$ cat config.mk
export PLATFORM = sky130hd
export DESIGN_NAME = guess_judge
export DESIGN_NICKNAME = d
export VERILOG_FILES = /design/src/rtl/guess_judge.sv
export SDC_FILE = /design/constraint.sdc
export NUM_CORES = 1
export LEC_CHECK = 0
export ABC_AREA = 1
export CAP_MARGIN = 15
export CORE_UTILIZATION = 56
export DETAILED_ROUTE_END_ITERATION = 10
export PLACE_DENSITY_LB_ADDON = 0.08
export SLEW_MARGIN = 30
export SYNTH_ARGS = -nofsm -noshare
export SYNTH_HDL_FRONTEND = slang
export SYNTH_SLANG_ARGS = --single-unit
$ cat constraint.sdc
create_clock -name CLK -period 5.2 [get_ports CLK]
set_input_delay 1.56 -clock CLK [delete_from_list [all_inputs] [get_ports CLK]]
set_output_delay 1.56 -clock CLK [all_outputs]
set_load 0.03 [all_outputs]
$ cat src/rtl/guess_judge.sv
`default_nettype none
// +----------------------------------------------------------------------------+
// | guess_judge: number-guessing game control (debounced buttons, BCD judge)   |
// | Revision 1.0                                                               |
// +----------------------------------------------------------------------------+
module guess_judge #(
  parameter int DB_CYCLES = 250000,
  parameter int MAX_TRIES = 10
) (
  input  logic       CLK,
  input  logic       RESET,
  input  logic [3:0] TGT_10,
  input  logic [3:0] TGT_1,
  input  logic       BTN_OK,
  input  logic       BTN_UP,
  input  logic       BTN_DN,
  output logic [3:0] DISP_10,
  output logic [3:0] DISP_1,
  output logic [3:0] TRY_10,
  output logic [3:0] TRY_1,
  output logic [1:0] RES,
  output logic       WIN,
  output logic       LOSE
);

  localparam int CW = $clog2(DB_CYCLES + 1);

  typedef enum logic [2:0] {
    S_IDLE  = 3'd0,
    S_ENTER = 3'd1,
    S_JUDGE = 3'd2,
    S_WIN   = 3'd3,
    S_LOSE  = 3'd4
  } state_t;

  logic [2:0] w_btn_raw;
  logic [2:0] w_pulse;

  assign w_btn_raw = {BTN_DN, BTN_UP, BTN_OK};

  generate
    for (genvar i = 0; i < 3; i++) begin : g_btn
      logic [1:0]    r_sync;
      logic          r_level;
      logic [CW-1:0] r_cnt;
      logic          r_pulse;

      // Accepted level follows the synchronized input only after it has
      // disagreed for DB_CYCLES straight cycles; the pulse marks a 0->1 accept.
      always_ff @(posedge CLK or negedge RESET) begin
        if (!RESET) begin
          r_sync  <= 2'b00;
          r_level <= 1'b0;
          r_cnt   <= '0;
          r_pulse <= 1'b0;
        end else begin
          r_sync  <= {r_sync[0], w_btn_raw[i]};
          r_pulse <= 1'b0;
          if (r_sync[1] != r_level) begin
            if (r_cnt == CW'(DB_CYCLES - 1)) begin
              r_level <= r_sync[1];
              r_cnt   <= '0;
              r_pulse <= r_sync[1];
            end else begin
              r_cnt <= r_cnt + 1'b1;
            end
          end else begin
            r_cnt <= '0;
          end
        end
      end

      assign w_pulse[i] = r_pulse;
    end
  endgenerate

  function automatic logic [7:0] bcd_inc(input logic [7:0] v);
    logic [3:0] hi, lo;
    hi = v[7:4];
    lo = v[3:0] + 4'd1;
    if (v[3:0] == 4'd9) begin
      lo = 4'd0;
      hi = (v[7:4] == 4'd9) ? 4'd0 : v[7:4] + 4'd1;
    end
    return {hi, lo};
  endfunction

  function automatic logic [7:0] bcd_dec(input logic [7:0] v);
    logic [3:0] hi, lo;
    hi = v[7:4];
    lo = v[3:0] - 4'd1;
    if (v[3:0] == 4'd0) begin
      lo = 4'd9;
      hi = (v[7:4] == 4'd0) ? 4'd9 : v[7:4] - 4'd1;
    end
    return {hi, lo};
  endfunction

  function automatic logic [6:0] bcd_bin(input logic [7:0] v);
    return 7'(v[7:4]) * 7'd10 + 7'(v[3:0]);
  endfunction

  state_t     r_state;
  logic [7:0] r_guess;
  logic [7:0] r_try;
  logic [7:0] r_tgt;
  logic [1:0] r_res;
  logic       r_win;
  logic       r_lose;

  logic       w_ok, w_up, w_dn;
  logic [7:0] w_try_nxt;
  logic [6:0] w_guess_bin, w_tgt_bin;

  assign w_ok        = w_pulse[0];
  assign w_up        = w_pulse[1] & ~w_pulse[0];
  assign w_dn        = w_pulse[2] & ~w_pulse[1] & ~w_pulse[0];
  assign w_try_nxt   = (r_try == 8'h99) ? 8'h99 : bcd_inc(r_try);
  assign w_guess_bin = bcd_bin(r_guess);
  assign w_tgt_bin   = bcd_bin(r_tgt);

  always_ff @(posedge CLK or negedge RESET) begin
    if (!RESET) begin
      r_state <= S_IDLE;
      r_guess <= 8'h50;
      r_try   <= 8'h00;
      r_tgt   <= 8'h00;
      r_res   <= 2'b00;
      r_win   <= 1'b0;
      r_lose  <= 1'b0;
    end else begin
      case (r_state)
        S_IDLE: begin
          if (w_ok) begin
            r_tgt   <= {(TGT_10 > 4'd9) ? 4'd9 : TGT_10,
                        (TGT_1  > 4'd9) ? 4'd9 : TGT_1};
            r_guess <= 8'h50;
            r_try   <= 8'h00;
            r_res   <= 2'b00;
            r_state <= S_ENTER;
          end
        end
        S_ENTER: begin
          if (w_ok)      r_state <= S_JUDGE;
          else if (w_up) r_guess <= bcd_inc(r_guess);
          else if (w_dn) r_guess <= bcd_dec(r_guess);
        end
        S_JUDGE: begin
          r_try <= w_try_nxt;
          if (w_guess_bin < w_tgt_bin)      r_res <= 2'b01;
          else if (w_guess_bin > w_tgt_bin) r_res <= 2'b10;
          else                              r_res <= 2'b11;
          if (w_guess_bin == w_tgt_bin) begin
            r_state <= S_WIN;
            r_win   <= 1'b1;
          end else if (bcd_bin(w_try_nxt) == 7'(MAX_TRIES)) begin
            r_state <= S_LOSE;
            r_lose  <= 1'b1;
          end else begin
            r_state <= S_ENTER;
          end
        end
        S_WIN, S_LOSE: begin
          if (w_ok) begin
            r_state <= S_IDLE;
            r_guess <= 8'h50;
            r_try   <= 8'h00;
            r_res   <= 2'b00;
            r_win   <= 1'b0;
            r_lose  <= 1'b0;
          end
        end
        default: r_state <= S_IDLE;
      endcase
    end
  end

  assign DISP_10 = r_guess[7:4];
  assign DISP_1  = r_guess[3:0];
  assign TRY_10  = r_try[7:4];
  assign TRY_1   = r_try[3:0];
  assign RES     = r_res;
  assign WIN     = r_win;
  assign LOSE    = r_lose;

endmodule
`default_nettype wire

## Word level (Yosys, flattened, before mapping)

Index checks and enable logic that the tools add are counted.

| storage, ports and cells | value |
|---|---|
| register bits | 97 |
| bits of input ports | 13 |
| logic and storage cells | 137 |

| operators by class | value |
|---|---|
| $add $sub $neg | 12 |
| multipliers | 3 |
| order comparisons | 4 |
| eq/ne operators | 28 |
| muxes and demuxes | 47 |
| bitwise logic cells | 5 |
| reductions and logical operators | 18 |

Operators by type and width:

| operator | number |
|---|---|
| two-way mux 18 bit | 6 |
| adder 18 x 1 -> 18 bit (second input constant) | 3 |
| equality test 18 bit (second input constant) | 3 |
| two-way mux 8 bit | 6 |
| two-way mux 4 bit | 11 |
| one-hot mux 8 bit (2 select lines) | 2 |
| adder 7 x 4 -> 7 bit | 3 |
| multiplier 4 x 3 -> 6 bit (second input constant) | 3 |
| adder 4 x 1 -> 4 bit (second input constant) | 4 |
| equality test 4 bit (second input constant) | 4 |
| two-way mux 3 bit | 5 |
| != test 2 bit (second input constant) | 7 |
| one-hot mux 3 bit (4 select lines) | 1 |
| two-way mux 1 bit | 11 |
| AND reduction 2 bit | 5 |
| != test 3 bit (second input constant) | 3 |
| equality test 8 bit (second input constant) | 1 |
| > comparator 4 bit (second input constant) | 2 |
| logical NOT 4 bit | 2 |
| AND reduction 4 bit | 2 |
| subtractor 4 x 1 -> 4 bit (second input constant) | 2 |
| equality test 7 x 4 -> 1 bit (second input constant) | 1 |
| equality test 7 bit | 1 |
| > comparator 7 bit | 1 |
| 17 further kinds | 28 |

## Depth between registers and ports, before layout

Gate-level depths: netlist of run 1.

| logic depth | value |
|---|---|
| depth after elaboration | 10 |
| depth in mapped cells | 24 |
| mapped depth without buffers | 24 |

## Least setup slack after synthesis of run 1

Ideal clock, no wire load.

| timing | value |
|---|---|
| path kind | flip-flop to flip-flop |
| start point | reg r_try[0] |
| end point | reg r_state[0] |
| setup time | 132 ps |
| arrival | 3013 ps |
| slack | 2056 ps |
| cell stages (with the launch flop) | 23 |
| path buffers | 0 |
| path through | dfrtp_1 ha_1 nand2_1 nor2_4 inv_1 nor2_1 inv_1 nand3b_1 inv_1 ha_1 ha_1 inv_1 fa_1 nor2_1 nand3_1 nand2_1 nand2_1 nand2_1 nand2_1 nand2_1 nand2_1 nand2_1 nand3_1 |

| between the ends | value |
|---|---|
| longest elaborated chain between the ends | 9 |

RTL lines:

| element | RTL line | source |
|---|---|---|
| from (decl) | 105 | `logic [7:0] r_try;` |
| from (signal assigned) | 149 | `r_try <= w_try_nxt;` |
| equality test 4 bit | 81 | `if (v[3:0] == 4'd9) begin` |
| two-way mux 4 bit | 81 |  |
| two-way mux 8 bit (*) | 118 | `assign w_try_nxt = (r_try == 8'h99) ? 8'h99 : bcd_inc(r_try);` |
| multiplier 4 x 3 -> 6 bit | 100 | `return 7'(v[7:4]) * 7'd10 + 7'(v[3:0]);` |
| adder 7 x 4 -> 7 bit (*) | 100 |  |
| equality test 7 x 4 -> 1 bit (*) | 156 | `end else if (bcd_bin(w_try_nxt) == 7'(MAX_TRIES)) begin` |
| two-way mux 3 bit (*) | 156 |  |
| two-way mux 3 bit (*) | 153 | `if (w_guess_bin == w_tgt_bin) begin` |
| one-hot mux 3 bit (4 select lines) (*) | 132 | `case (r_state)` |
| to (signal assigned) | 154 | `r_state <= S_WIN;` |
| to (signal assigned) | 157 | `r_state <= S_LOSE;` |
| to (signal assigned) | 160 | `r_state <= S_ENTER;` |
| to (decl) | 103 | `state_t r_state;` |

Mark *: on every way between the ends. The rest lies on a longest branch, timed or not.
A chain may end at the register's enable or synchronous reset.

## Worst setup path after layout of run 1

| timing | value |
|---|---|
| start point | reg r_try[1] |
| end point | reg r_lose (netlist: LOSE) |

| between the ends | value |
|---|---|
| longest elaborated chain between the ends | 8 |

RTL lines:

| element | RTL line | source |
|---|---|---|
| equality test 4 bit | 81 |  |
| two-way mux 4 bit | 81 |  |
| two-way mux 8 bit (*) | 118 |  |
| multiplier 4 x 3 -> 6 bit | 100 |  |
| adder 7 x 4 -> 7 bit (*) | 100 |  |
| equality test 7 x 4 -> 1 bit (*) | 156 |  |
| != test 2 bit (no source line) (*) | - |  |
| AND reduction 4 bit (no source line) (*) | - |  |
| to (signal assigned) | 130 | `r_lose <= 1'b0;` |
| to (signal assigned) | 158 | `r_lose <= 1'b1;` |
| to (signal assigned) | 170 | `r_lose <= 1'b0;` |
| to (decl) | 109 | `logic r_lose;` |

Marked as above.

==> results of run 1 <==
sequential cells by signal, indices dropped and copies added, names as in the netlist:
| register | count |
|---|---|
| g_btn.r_cnt | 54 |
| r_state | 3 |
| g_btn.r_sync | 6 |
| r_guess | 8 |
| g_btn.r_pulse | 3 |
| RES | 2 |
| WIN | 1 |
| g_btn.r_level | 3 |
| LOSE | 1 |
| r_try | 8 |
| r_tgt | 8 |
power by group:
group / internal (mW) / switching [mW] / total, mW / leakage (nW)
combinational: 0.0308 / 0.0492 / 0.0800 / 1.83
sequential: 0.765 / 0.0109 / 0.776 / 1.31
clock: 0.218 / 0.253 / 0.471 / 0.0929
routing by layer:
layer  wire [um]  part of all wire, %  GRT usage [%]
met4         149                  1.2          7.937
met1        5695                   47          30.68
met3         510                  4.2          3.740
met2        5826                   48          40.07
met5           0                    0              0
final cells by class:
type                            count  area (um2)
Fill cell                         867        3667
Multi-Input combinational cell    549        3197
Sequential cell                    97        2430
Inverter                          119       446.7
Timing Repair Buffer               33       329.1
Tap cell                          136       170.2
Clock buffer                       11       131.4
Clock inverter                      4       45.04
kinds of logic after synthesis:
logic type	count (synthesis)	share of synthesized area (%)
AO/OA/AOI/OAI	78	7.416
buffers and inverters	122	7.621
flip-flops	97	39.89
AND/OR/NAND/NOR	390	30.09
adder cells (fa/ha/maj)	42	9.367
XOR/XNOR	39	5.608
per-stage QoR:
stage | instances | worst slack [ps]
floorplan | 768 | 2056
global placement | 934 | 2102
detailed placement | 934 | 1882
CTS | 949 | 1847
global route | 949 | 1516
finish | 949 | 1811
worst max-delay path: cells and delay by family (launching register included):
| kind | cells | cell delay (ps) |
|---|---|---|
| adders and majority gates | 4 | 1040 |
| DFF | 1 | 420 |
| and+or+nand+nor | 11 | 1120 |
| buffers and inverters | 4 | 410 |
| AOI/OAI and AO/OA | 2 | 320 |
cell usage after synthesis (2+ instances only):
cell type / instances
nand2_1: 134
buf_2: 2
nor3b_1: 6
nor2_4: 4
inv_1: 110
nor3_4: 3
xnor2_1: 4
nand4_1: 17
or2_2: 3
o22ai_1: 8
nand2_2: 7
nor2_1: 99
nor4_1: 4
dfrtp_1: 95
nor3_1: 36
a22o_1: 4
nand3_2: 3
o21bai_1: 2
nand3_1: 59
nor3_2: 5
fa_1: 6
o21ai_0: 29
xor2_1: 35
nor2_2: 5
ha_1: 36
inv_2: 8
o211ai_1: 3
a21oi_1: 25
dfstp_2: 2
nand3b_1: 2
how the worst max path moves through the flow:
| stage | startpoint | endpoint | slack [ps] |
|---|---|---|---|
| 3_3_place_gp | r_try[1] | LOSE | 2100 |
| 4_1_cts | r_try[1] | LOSE | 1850 |
| 5_1_grt | r_try[1] | LOSE | 1520 |
| 6_report | r_try[1] | LOSE | 1810 |
| 3_5_place_dp | r_try[1] | LOSE | 1880 |
| 2_1_floorplan | r_try[0] | r_state[0] | 2060 |
==> run_results.csv, run 1 <==
group,metric,value,unit
run_status,status,"finished clean",
critical_path,slowest_stage,"fa_1",
drt,vias,5155,
drt,first_pass_iters,5,
critical_path,r2r_slack,1810,ps
cells_and_area,fin_util,64.79,%
cells_and_area,stdcell_area,0.006749,mm2
synthesis,ys_warn_count,0,
drt,vias_per_cell,5.432,
run,cap_violations,0,
synthesis,ys_seq_elements,97,
synthesis,synth_edf_count,0,
grt,grt_pass1_wl,21500,um
power,powerDensity,196.6,mW/mm2
clock_network,cts_buffer_depth,2,
clock_network,postCtsSetupBuffers,0,
floorplan,rows,37,
power,vdd_ir_drop_max,131.2,uV
floorplan,die_x,106.3,um
sta,finalHoldViolCount,0,
synthesis,synth.avg_cell_area,7.931,um2
critical_path,arrival,3680,ps
critical_path,crit_path_start_kind,"flip-flop",
clock_network,cts-hold-fix-buffers,0,
worst_hold_path,hold_class,"flip-flop to flip-flop",
synthesis,postSynthCellCount,768,
cells_and_area,drive_above_1_share,7.011,%
critical_path,r2r_start,"r_try[1]",
sta,finalSetupViolCount,0,
sta,max_freq,295.0,MHz
placed_design,portBuffers,32,
critical_path,worstPathCellList,"inv_1, ha_1, nand2_1, nor2_4, inv_1, o21ai_0, nand3b_1, inv_1, ha_1, ha_1, inv_1, fa_1, nor2_1, nand3_1, nand2_1, nand2_1, nand2_1, nand2_1, nand2_1, nand3_1, a21oi_1",
cells_and_area,mostFrequentLayoutCell,"nand2_1",
clock_network,cts_tree,"built",
cells_and_area,final_nets,864,
grt,grt_use_total,23.59,%
critical_path,crit_fanout,7,
grt,gr-total-overflow,0,
clock_network,cts_root_buffer,"clkbuf_8",
critical_path,crit_top_cell,"nand2_1",
synthesis,ys.flop_type,"dfrtp_1",
clock_network,path_clk_slew,90,ps
power,p_total,1.327,mW
critical_path,cp-end-kind,"flip-flop",
sta,period_minus_slack,3389,ps
grt,antenna_found_initial,0,
drt,drt_iter0_markers,292,
synthesis,async_flop_share,100.0,%
clock_network,cts_resized,0,
worst_hold_path,min_path_cells,0,
cells_and_area,n_antenna_cell,0,
critical_path,r2r_cells,21,
drt,antenna_left,0,
synthesis,yosysTopAreaCell,"dfrtp_1",
floorplan,initial_core_util,58.47,%
drt,wl_per_cell,12.84,um
worst_hold_path,hp-start,"g_btn[2].r_sync[0]",
floorplan,core-area,0.01042,mm2
synthesis,seq_area_frac_synth,39.89,%
sta,fin_crit_sh,65.18,%
synthesis,synth_nets,823,
synthesis,yosys.area.top_type_share,39.03,%
power,p_leak,3.238,nW
sta,rsz0062_at_grt,"false",
grt,grt_pass1_vias,4970,
drt,wirelength,12180,um
clock_network,clk_latency,360,ps
clock_network,cts_made_buffers,9,
grt,grt_max_degree,77,
worst_hold_path,hold_end,"g_btn[2].r_sync[1]",
sta,max_slew_margin,55.65,%
floorplan,ios,33,
drt,drc,0,
placed_design,hpwl,9341,um
synthesis,synth_cell_type_count,42,
clock_network,htree_num_levels,3,
floorplan,dieArea,0.01130,mm2
sta,skew,9.696,ps
critical_path,crit_type,"flip-flop to flip-flop",
floorplan,die-height,106.3,um
sta,final.setup.tns,0,ps
cells_and_area,syn2layout_area_growth,10.81,%
placed_design,gp_congestion,0.9328,
cells_and_area,final_cell_mix,"134 x nand2_1, 110 x inv_1, 99 x nor2_1",
synthesis,synth_area_leaders,"dfrtp_1 39%, nand2_1 8.3%, ha_1 7.4%",
sta,fin_worst_hold_slack,352.4,ps
critical_path,slowest_delay,460,ps
placed_design,dpl-instance-area,0.006569,mm2
sta,tightest_slew,665.2,ps
synthesis,netlist_area,0.006091,mm2
critical_path,crit_required,5490,ps
sta,slew_violations,0,
clock_network,cts_sinks,97,
critical_path,r2r-end,"LOSE",
No activity file was read; power rests on OpenSTA's default activity.
==> inputs of run 2 (changes only) <==
==> constraint.sdc (replaced) <==
create_clock -name CLK -period 3.4 [get_ports CLK]
set_input_delay 1.02 -clock CLK [delete_from_list [all_inputs] [get_ports CLK]]
set_output_delay 1.02 -clock CLK [all_outputs]
set_load 0.03 [all_outputs]
==> run_results.csv, run 2 (synthesis gave the netlist of run 1 again) <==
group,metric,value,unit
sta,max_slew_margin,60.38,%
critical_path,r2r-end,"r_state[0]",
floorplan,core-area,0.01042,mm2
cells_and_area,syn2layout_area_growth,12.82,%
floorplan,die-height,106.3,um
clock_network,cts_tree,"built",
drt,first_pass_iters,5,
sta,rsz0062_at_grt,"false",
clock_network,cts-hold-fix-buffers,0,
power,vdd_ir_drop_max,253.1,uV
grt,antenna_found_initial,0,
cells_and_area,top_register,"g_btn.r_cnt",
cells_and_area,fin_util,65.97,%
placed_design,dpl-instance-area,0.006596,mm2
clock_network,clk_latency,370,ps
clock_network,path_clk_slew,90,ps
power,p_leak,3.276,nW
sta,fin_crit_sh,93.90,%
worst_hold_path,hold_class,"flip-flop to flip-flop",
worst_hold_path,hp-start,"g_btn[1].r_sync[0]",
grt,grt_pass1_wl,21480,um
sta,finalHoldViolCount,0,
worst_hold_path,hold_end,"g_btn[1].r_sync[1]",
clock_network,cts_root_buffer,"clkbuf_8",
cells_and_area,stdcell_area,0.006872,mm2
critical_path,r2r_slack,210,ps
run,cap_violations,0,
sta,finalSetupViolCount,0,
sta,max_freq,313.2,MHz
drt,wirelength,12310,um
placed_design,portBuffers,32,
floorplan,dieArea,0.01130,mm2
sta,skew,13.55,ps
floorplan,rows,37,
sta,slew_violations,0,
drt,wl_per_cell,12.89,um
clock_network,htree_num_levels,3,
drt,vias,5114,
placed_design,gp_congestion,0.9233,
drt,drc,0,
drt,vias_per_cell,5.355,
drt,drt_iter0_markers,260,
clock_network,cts_made_buffers,9,
sta,final.setup.tns,0,ps
power,p_total,2.142,mW
cells_and_area,final_nets,869,
critical_path,crit_type,"flip-flop to flip-flop",
cells_and_area,drive_above_1_share,9.158,%
floorplan,initial_core_util,58.47,%
floorplan,ios,33,
critical_path,cp-end-kind,"flip-flop",
run_status,status,"finished clean",
cells_and_area,largest_register_ffs,54,
sta,tightest_slew,594.3,ps
grt,gr-total-overflow,0,
critical_path,crit_path_start_kind,"flip-flop",
critical_path,arrival,3430,ps
worst_hold_path,min_path_cells,0,
critical_path,r2r_start,"r_try[1]",
placed_design,hpwl,9269,um
clock_network,cts_sinks,97,
critical_path,crit_fanout,5,
drt,antenna_left,0,
critical_path,r2r_cells,22,
clock_network,cts_buffer_depth,2,
grt,grt_max_degree,49,
sta,period_minus_slack,3193,ps
cells_and_area,n_antenna_cell,0,
cells_and_area,mostFrequentLayoutCell,"nand2_1",
grt,grt_pass1_vias,4915,
cells_and_area,final_cell_mix,"133 x nand2_1, 107 x inv_1, 97 x nor2_1",
critical_path,crit_required,3640,ps
floorplan,die_x,106.3,um
power,powerDensity,311.8,mW/mm2
grt,grt_use_total,23.61,%
## run 2: repair_timing
item | 4_1_cts | 5_1_grt
hold endpoints to repair | 0 | 0
gates resized for setup | 0 | 15
endpoints found under the setup margin | 0 | 3
buffers inserted | 0 | 3
## run 2: routing by layer
layer  share of wire [%]  GRT usage [%]  vias up  routed length (um)
met2                  46          38.78      118                5714
met3                 4.1          3.433       18                 505
met5                   0              0        -                   0
met4                 1.5          7.242        0                 186
met1                  48          32.33     2382                5907
li1                    -              -     2596                   -
## run 2: worst max-delay path, stage by stage, from the launching register on
cell      delay (ps)
dfrtp_1          410
inv_2             80
ha_2             180
nand2_2           70
nor2_4           150
inv_2             70
nor2_1            90
inv_1             60
nand3b_1         150
inv_2             60
ha_1             280
ha_1             140
inv_1             60
fa_2             590
inv_1             50
nand2_1           60
nand2_1           40
nor2_1           110
nand3_1           90
nor2_2           150
nand2_1           70
nand2_1           60
nand3_1           60
## run 2: power breakdown
group          total, mW  leakage [nW]  internal [mW]  switching [mW]
registers           1.19          1.31           1.17          0.0157
logic              0.125          1.86         0.0490          0.0758
clock network      0.832         0.106          0.434           0.398
total               2.14          3.28           1.65           0.490
## run 2: metrics by stage
step,instances,worst slack [ps],hold slack [ps]
CTS,952,51.72,357.2
global placement,936,298.1,335.6
floorplan,768,255.7,331.2
finish,955,207.3,354.5
detailed placement,936,73.35,336.3
global route,955,13.67,377.1
## run 2: worst max-delay path by stage
stage               startpoint    endpoint  slack [ps]  cells past startpoint
finish                r_try[1]  r_state[0]         210                     22
CTS                   r_try[1]        LOSE          50                     21
floorplan             r_try[0]  r_state[0]         260                     22
detailed placement    r_try[1]        LOSE          70                     21
global route          r_try[1]  r_state[0]          10                     22
global placement      r_try[1]        LOSE         300                     22
## run 2: cell type report
| class | instances | area (um2) |
|---|---|---|
| Fill cell | 878 | 3545 |
| Inverter | 119 | 446.7 |
| Timing Repair Buffer | 38 | 375.4 |
| Clock inverter | 5 | 80.08 |
| Clock buffer | 11 | 141.4 |
| Sequential cell | 97 | 2430 |
| Tap cell | 136 | 170.2 |
| Multi-Input combinational cell | 549 | 3228 |
==> inputs of run 3 (changes only) <==
--- a/config.mk
+++ b/config.mk
@@ -8,7 +8,9 @@
 export ABC_AREA = 1
 export CAP_MARGIN = 15
 export CORE_UTILIZATION = 56
+export CTS_CLUSTER_SIZE = 10
 export DETAILED_ROUTE_END_ITERATION = 10
+export HOLD_SLACK_MARGIN = 0.1
 export PLACE_DENSITY_LB_ADDON = 0.08
 export SLEW_MARGIN = 30
 export SYNTH_ARGS = -nofsm -noshare
==> results of run 3 <==
The final DEF is identical to that of run 2; final timing and power are the same.
